--- config.mk ---
export PLATFORM = sky130hd
export DESIGN_NAME = mem_responder
export DESIGN_NICKNAME = d
export VERILOG_FILES = /design/src/rtl/mem_responder.sv
export SDC_FILE = /design/constraint.sdc
export NUM_CORES = 2
export LEC_CHECK = 0
export ABC_AREA = 0
export CORE_ASPECT_RATIO = 0.7
export CORE_MARGIN = 2
export CORE_UTILIZATION = 60
export DETAILED_ROUTE_END_ITERATION = 10
export HOLD_SLACK_MARGIN = 0.03
export PLACE_DENSITY = 0.72
export RECOVER_POWER = 50
export SYNTH_ARGS = -nofsm -noshare
export SYNTH_HDL_FRONTEND = slang
export SYNTH_SLANG_ARGS = --single-unit
--- constraint.sdc ---
create_clock -name clock -period 12 [get_ports clock]
set_input_delay 1.8 -clock clock [delete_from_list [all_inputs] [get_ports clock]]
set_output_delay 1.8 -clock clock [all_outputs]
set_load 0.05 [all_outputs]
--- src/rtl/mem_responder.sv ---
`default_nettype none
// ============================================================================
//  Module      : mem_responder
//  Description : Memory-side responder for the multicycle processor bus.
//                Services held MemRead/MemWrite requests from a word-addressed
//                synchronous RAM or a single memory-mapped I/O register. It
//                inserts WAIT_CYCLES wait states and signals completion with a
//                one-cycle MemReady pulse.
//  Revision    : 1.0 - initial release
// ============================================================================
module mem_responder #(
   parameter int                DATA_W      = 8,
   parameter int                ADDR_W      = 8,
   parameter int                WAIT_CYCLES = 2,
   parameter logic [ADDR_W-1:0] IO_ADDR     = 8'hFF
) (
   input  logic              clock,
   input  logic              reset,
   input  logic              MemRead,
   input  logic              MemWrite,
   input  logic [ADDR_W-1:0] Addr,
   input  logic [DATA_W-1:0] WriteData,
   input  logic [DATA_W-1:0] sw_in,
   output logic [DATA_W-1:0] ReadData,
   output logic              MemReady,
   output logic [DATA_W-1:0] io_out,
   output logic              ProtoErr
);

   typedef enum logic [1:0] {
      S_IDLE = 2'd0,
      S_BUSY = 2'd1,
      S_DONE = 2'd2
   } state_t;

   localparam logic [3:0] c_wait_load = 4'(WAIT_CYCLES);

   state_t              state_q, state_d;
   logic [3:0]          cnt_q, cnt_d;
   logic [ADDR_W-1:0]   addr_q, addr_d;
   logic [DATA_W-1:0]   wdata_q, wdata_d;
   logic                wr_q, wr_d;
   logic                rdy_q, rdy_d;
   logic                perr_q, perr_d;
   logic [DATA_W-1:0]   io_q, io_d;
   logic [DATA_W-1:0]   rdata_q;
   logic [DATA_W-1:0]   mem [2**ADDR_W];

   logic                w_req;
   logic                w_commit;
   logic                w_acc_io;

   assign w_req    = MemRead | MemWrite;
   // addr_d/wdata_d/wr_d always hold the access being committed: the live
   // request when WAIT_CYCLES is 0, otherwise the latched request.
   assign w_acc_io = (addr_d == IO_ADDR);

   // Next-state, request latching, commit strobe and I/O register update
   always_comb begin
      state_d  = state_q;
      cnt_d    = cnt_q;
      addr_d   = addr_q;
      wdata_d  = wdata_q;
      wr_d     = wr_q;
      perr_d   = perr_q;
      rdy_d    = 1'b0;
      w_commit = 1'b0;
      case (state_q)
         S_IDLE: begin
            if (w_req) begin
               addr_d  = Addr;
               wdata_d = WriteData;
               wr_d    = MemWrite;            // write wins on a collision
               cnt_d   = c_wait_load;
               if (MemRead && MemWrite) begin
                  perr_d = 1'b1;
               end
               if (c_wait_load == 4'd0) begin
                  state_d  = S_DONE;
                  w_commit = 1'b1;
                  rdy_d    = 1'b1;
               end else begin
                  state_d  = S_BUSY;
               end
            end
         end
         S_BUSY: begin
            cnt_d = cnt_q - 4'd1;
            if (cnt_q <= 4'd1) begin
               state_d  = S_DONE;
               w_commit = 1'b1;
               rdy_d    = 1'b1;
            end
         end
         S_DONE: begin
            state_d = S_IDLE;
         end
         default: begin
            state_d = S_IDLE;
         end
      endcase
      io_d = io_q;
      if (w_commit && wr_d && w_acc_io) begin
         io_d = wdata_d;
      end
   end

   // Control and output registers with synchronous active-low reset
   always_ff @(posedge clock) begin
      if (!reset) begin
         state_q <= S_IDLE;
         cnt_q   <= 4'd0;
         addr_q  <= '0;
         wdata_q <= '0;
         wr_q    <= 1'b0;
         rdy_q   <= 1'b0;
         perr_q  <= 1'b0;
         io_q    <= '0;
      end else begin
         state_q <= state_d;
         cnt_q   <= cnt_d;
         addr_q  <= addr_d;
         wdata_q <= wdata_d;
         wr_q    <= wr_d;
         rdy_q   <= rdy_d;
         perr_q  <= perr_d;
         io_q    <= io_d;
      end
   end

   // RAM write port; reset blocks the write so an aborted access never lands
   always_ff @(posedge clock) begin
      if (reset && w_commit && wr_d && !w_acc_io) begin
         mem[addr_d] <= wdata_d;
      end
   end

   // Registered read result, updated only on the edge entering DONE of a read
   always_ff @(posedge clock) begin
      if (!reset) begin
         rdata_q <= '0;
      end else if (w_commit && !wr_d) begin
         rdata_q <= w_acc_io ? sw_in : mem[addr_d];
      end
   end

   assign ReadData = rdata_q;
   assign MemReady = rdy_q;
   assign io_out   = io_q;
   assign ProtoErr = perr_q;

endmodule
`default_nettype wire

-- Word-level counts from Yosys, hierarchy flattened
Memory sizes are Yosys's and may differ from the RTL's.
Index checks and enable logic that the tools add are counted.
- flip-flop bits (word level): 41
- memory bits (writable): 2048
- input bits: 28
- output and inout port bits: 18
- logic and storage cells: 47
- memories: 1
- add/sub/neg operators: 1
- order comparisons: 1
- eq/ne operators: 4
- muxes and demuxes: 16
- bitwise gates (word level): 1
- reductions and logical operators: 14
- memory list (memory ; words ; width ; rd ports ; clocked after Yosys merged registers in ; wr ports ; RTL line ; text):
    mem ; 256 ; 8 ; 1 ; 0 ; 1 ; 47 ; logic [DATA_W-1:0] mem [2**ADDR_W];
- operator list (kind ; count):
    8-bit two-way mux ; 5
    8-bit equality test (second input constant) ; 1
    4-bit one-hot mux with 2 select lines ; 1
    1-bit logical AND ; 7
    1-bit two-way mux ; 6
    4-bit by 1-bit less-or-equal comparator with 1-bit output (second input constant) ; 1
    2-bit two-way mux ; 2
    4-bit two-way mux ; 1
    2-bit inequality test (second input constant) ; 2
    2-bit one-hot mux with 2 select lines ; 1
    2-bit AND reduction ; 2
    4-bit by 1-bit subtractor with 4-bit output (second input constant) ; 1
    3-bit AND reduction ; 1
    2-bit by 1-bit equality test with 1-bit output (second input constant) ; 1
    1-bit logical NOT ; 2
    2-bit logical NOT ; 1
    2-bit nonzero test ; 1
    1-bit bitwise OR ; 1

-- Depth between registers and ports, before layout
- depth in word-level cells: 8
- gate-level depth with buffers: 17

-- Worst setup path after synthesis
No wires, ideal clock.
- kind: input-to-reg
- from: in MemWrite
- to: mem mem[0][0] (data pin)
- setup time: 770 ps
- arrival time: 6218 ps
- setup slack: 5012 ps
- stages on the path: 8
- path buffers: 4
- cell sequence: or2_1 buf_6 nand2_1 clkbuf_1 buf_1 clkbuf_1 mux2i_1 inv_1
- cells in the longest elaborated chain, start to end: 3
- ends and longest elaborated chain (element ; RTL line ; text):
    start: declaration ; 20 ; input logic MemWrite,
    1-bit bitwise OR ; 53 ; assign w_req = MemRead | MemWrite;
    8-bit two-way mux ; 70 ; if (w_req) begin
    8-bit two-way mux ; 68 ; case (state_q)
    via wdata_d[0] ; 41 ; logic [DATA_W-1:0] wdata_q, wdata_d;
    end: declaration ; 47 ;
The timed path passes the listed nets, and every way through them passes these cells.

-- Final worst setup path
- from: in MemWrite
- to: reg rdata_q[3] (netlist: ReadData[3])
- cells in the longest elaborated chain, start to end: 5
- ends and longest elaborated chain (element ; RTL line ; text):
    1-bit bitwise OR ; 53 ;
    8-bit two-way mux / 1-bit two-way mux (equally long branches) ; 70 ;
    8-bit two-way mux / 1-bit two-way mux (equally long branches) ; 68 ;
    memory 256 x 8 bit (tied with other cells) ; - ;
    8-bit two-way mux / 1-bit logical AND (equally long branches) ; 143, 142 ;
    end signal: assignment ; 143 ; rdata_q <= w_acc_io ? sw_in : mem[addr_d];
    end: declaration ; 46 ; logic [DATA_W-1:0] rdata_q;
Parallel ways exist; a longest one is shown, timed or not.
A chain may end at the register's enable or synchronous reset.

==> flow_summary_export.csv <==
group,metric,value,unit
status,outcome,"finished with violations",
status,violations,"capacitance limit, slew limit",
synth,synthCells,5225,
synth,ys_seq_elements,2089,
cells_and_area,drive_gt1_frac,0.09414,
synth,synthMuxAreaShare,0.07992,
synth,synth.most_common_cell,"edfxtp_1",
place,post-dp-hpwl,150400,µm
synth,synth_top_family_by_area,"multiplexers",
detailed_routing,remaining_drc_errors,0,
global_routing,antenna_found_initial,16,
clock_network,holdBufCountCts,0,
pwr,powerDensity,185.3,nW/µm²
clock_network,cts_max_path_buffers,3,
detailed_routing,wl,244900,µm
setup_path,crit_type,"input pin to register",
timing,max_freq,0.1018,GHz
clock_network,clk_pin_slew_worst_paths,70,ps
die,start_util,0.6072,
detailed_routing,drt-initial-drc-count,8691,
cells_and_area,utilization,0.6646,
synth,synth-compound-area-share,0.06404,
setup_path,cp_max_fo,55,
synth,postSynthAreaPerCell,15.84,µm²
cells_and_area,nNetsFinal,5294,
cells_and_area,syn2layout_area_growth,9.443,%
synth,synth.area.top_cells,"edfxtp_1 74%, mux2i_1 5.3%, nand2_1 3.5%, mux4_2 2.6%, o22ai_1 1.5%",
synth,synth_edf_count,2048,
die,die_w,447.9,µm
detailed_routing,vias_per_cell,6.898,
setup_path,cp.required,12780,ps
timing,worst_pin_slew,4333,ps
synth,ys_seq_area_frac,0.7530,
global_routing,grt_pass1_wl,345500,µm
detailed_routing,dr.pass1.iters,6,
synth,synth_top_area_cell,"edfxtp_1",
pwr,power.static_leakage,29.95,nW
detailed_routing,wire_per_inst,33.73,µm
synth,syn_area,82760,µm²
global_routing,grt_pass1_vias,46734,
synth,ys_top_cells_by_count,"2048 x edfxtp_1, 765 x nand2_1, 435 x mux2i_1",
global_routing,grt_usage,0.3486,
die,core-area,136300,µm²
synth,synth_fa_ha_area_frac,0.0003024,
setup_path,arrival,10610,ps
timing,rsz0062_at_grt,"no",
clock_network,cts_sinks,2089,
synth,synth-simple-area-share,0.07877,
synth,synth-main-ff-cell,"edfxtp_1",
setup_path,worst_setup_path_start_kind,"input pin",
timing,slew_headroom,-1.889,
clock_network,clockRootBuffer,"clkbuf_16",
clock_network,clkLatencyLatePin,860,ps
place,gp_congestion,1.001,
clock_network,cts_tree,"done",
global_routing,grt_max_degree,167,
setup_path,end_kind,"register",
clock_network,cts_resized,0,
clock_network,cts_buffers,184,
synth,async_reset_ff_frac,0,
setup_path,ff2ff_path_depth,12,
timing,period_share,0.8188,
synth,synth_top_area_frac,0.7431,
clock_network,htree_levels,4,
synth,yosys_warnings,0,
timing,fin_worst_skew,29.92,ps
worst_hold_path,whs_path_depth,1,
synth,synth_cell_types,88,
timing,finalSetupTns,0,ps
timing,slew_violations,875,
detailed_routing,antenna_left,0,
die,fp.dieArea,141000,µm²
place,io_buffers,45,
timing,hold_viol_final,0,
detailed_routing,vias,50090,
synth,synth-xor-area-share,0.0001058,
clock_network,cts_setup_buffers,0,
die,fp.dieH,314.7,µm
timing,fin_crit,9826,ps
pwr,peakVddDrop,0.1639,mV
die,ios,46,
global_routing,grt_overflow,0,
die,rows,113,
timing,finalSetupViolCount,0,
worst_hold_path,hp-class,"register to register",
flow_run,drv_cap,13,
==> worst paths after layout <==
path                                         startpoint                  endpoint  slack (ps)
worst max-delay path                           MemWrite  ReadData[3]$_SDFFE_PN0P_        2170
worst min-delay path             io_out[7]$_SDFFE_PN0P_    io_out[7]$_SDFFE_PN0P_         490
worst max register to register  state_q[1]$_SDFFE_PN0P_  ReadData[3]$_SDFFE_PN0P_        3860
worst min register to register   io_out[7]$_SDFFE_PN0P_    io_out[7]$_SDFFE_PN0P_         490
==> per-layer routing <==
metal	up-vias	GRT usage	part of all wire
met1	24985	0.5226	0.39
li1	20474	-	-
met3	553	0.1254	0.16
met2	4070	0.4690	0.41
met5	-	0.01250	0.0011
met4	8	0.1307	0.039
==> kinds of logic after synthesis <==
logic type | Yosys count
xor+xnor | 1
fa+ha+maj | 2
other cells | 1
buf+inv | 331
flops | 2089
simple gates | 1486
compound gates | 779
mux | 536
==> final cells by class <==
| class | count | area (µm²) |
|---|---|---|
| clock inverter | 95 | 924.6 |
| tap | 1840 | 2302 |
| clock buffer | 234 | 4845 |
| timing repair buffer | 166 | 1401 |
| antenna | 14 | 35.03 |
| sequential | 2089 | 62320 |
| multi-input combinational | 2812 | 18660 |
| inverter | 11 | 88.84 |
| fill | 9242 | 45720 |
==> state kept, by name, indices dropped and copies added (netlist names) <==
register	cells
mem	2048
ReadData	8
addr_q	8
io_out	8
wdata_q	8
cnt_q	4
state_q	2
MemReady	1
ProtoErr	1
wr_q	1
==> power by group <==
| group | internal (W) | switching [W] |
|---|---|---|
| clock network | 0.00317 | 0.00266 |
| logic | 0.000639 | 0.00195 |
| registers | 0.00836 | 0.0000166 |
| total | 0.0122 | 0.00462 |
==> placed cells by master (no fill, tap or decap), types with 20 or more instances in the layout <==
cell,instances
a22oi_1,31
mux2i_1,435
dfxtp_1,41
clkbuf_1,57
nor2_1,317
a31oi_1,67
clkdlybuf4s50_1,25
a21oi_1,161
clkbuf_16,186
edfxtp_1,2048
dlygate4sd3_1,20
nor4_1,46
nand4_1,20
o21ai_0,42
mux4_2,97
o22ai_1,191
a211oi_1,71
clkinv_1,45
nand3_1,129
a311oi_1,48
and3_1,97
nand2_1,757
buf_4,101
==> metrics by stage <==
step                instance area (µm²)  setup slack [ps]  hold slack (ps)  total power (W)  std cells
finish                            90580              2174            493.3          0.01678       7261
global route                      90550              2122            517.9          0.01712       7252
CTS                               90610              4551            503.2          0.01666       7247
detailed placement                84840              3712            486.8          0.01099       6918
global placement                  84830              2522            476.3          0.01095       6917
floorplan                         82790              5012            484.6          0.01007       5232
==> worst max-delay path: stages <==
cell and delay (ps):
dlygate4sd3_1 600, or2_0 1070, nand3_2 530, nand2_4 270, clkbuf_1 2490, nand2_1 1680, buf_4 580, o22ai_1 230
nor4_1 80, buf_4 180, o221ai_1 650, nor4_1 200, o21ai_1 160
Power figures use the tool's default switching activity.
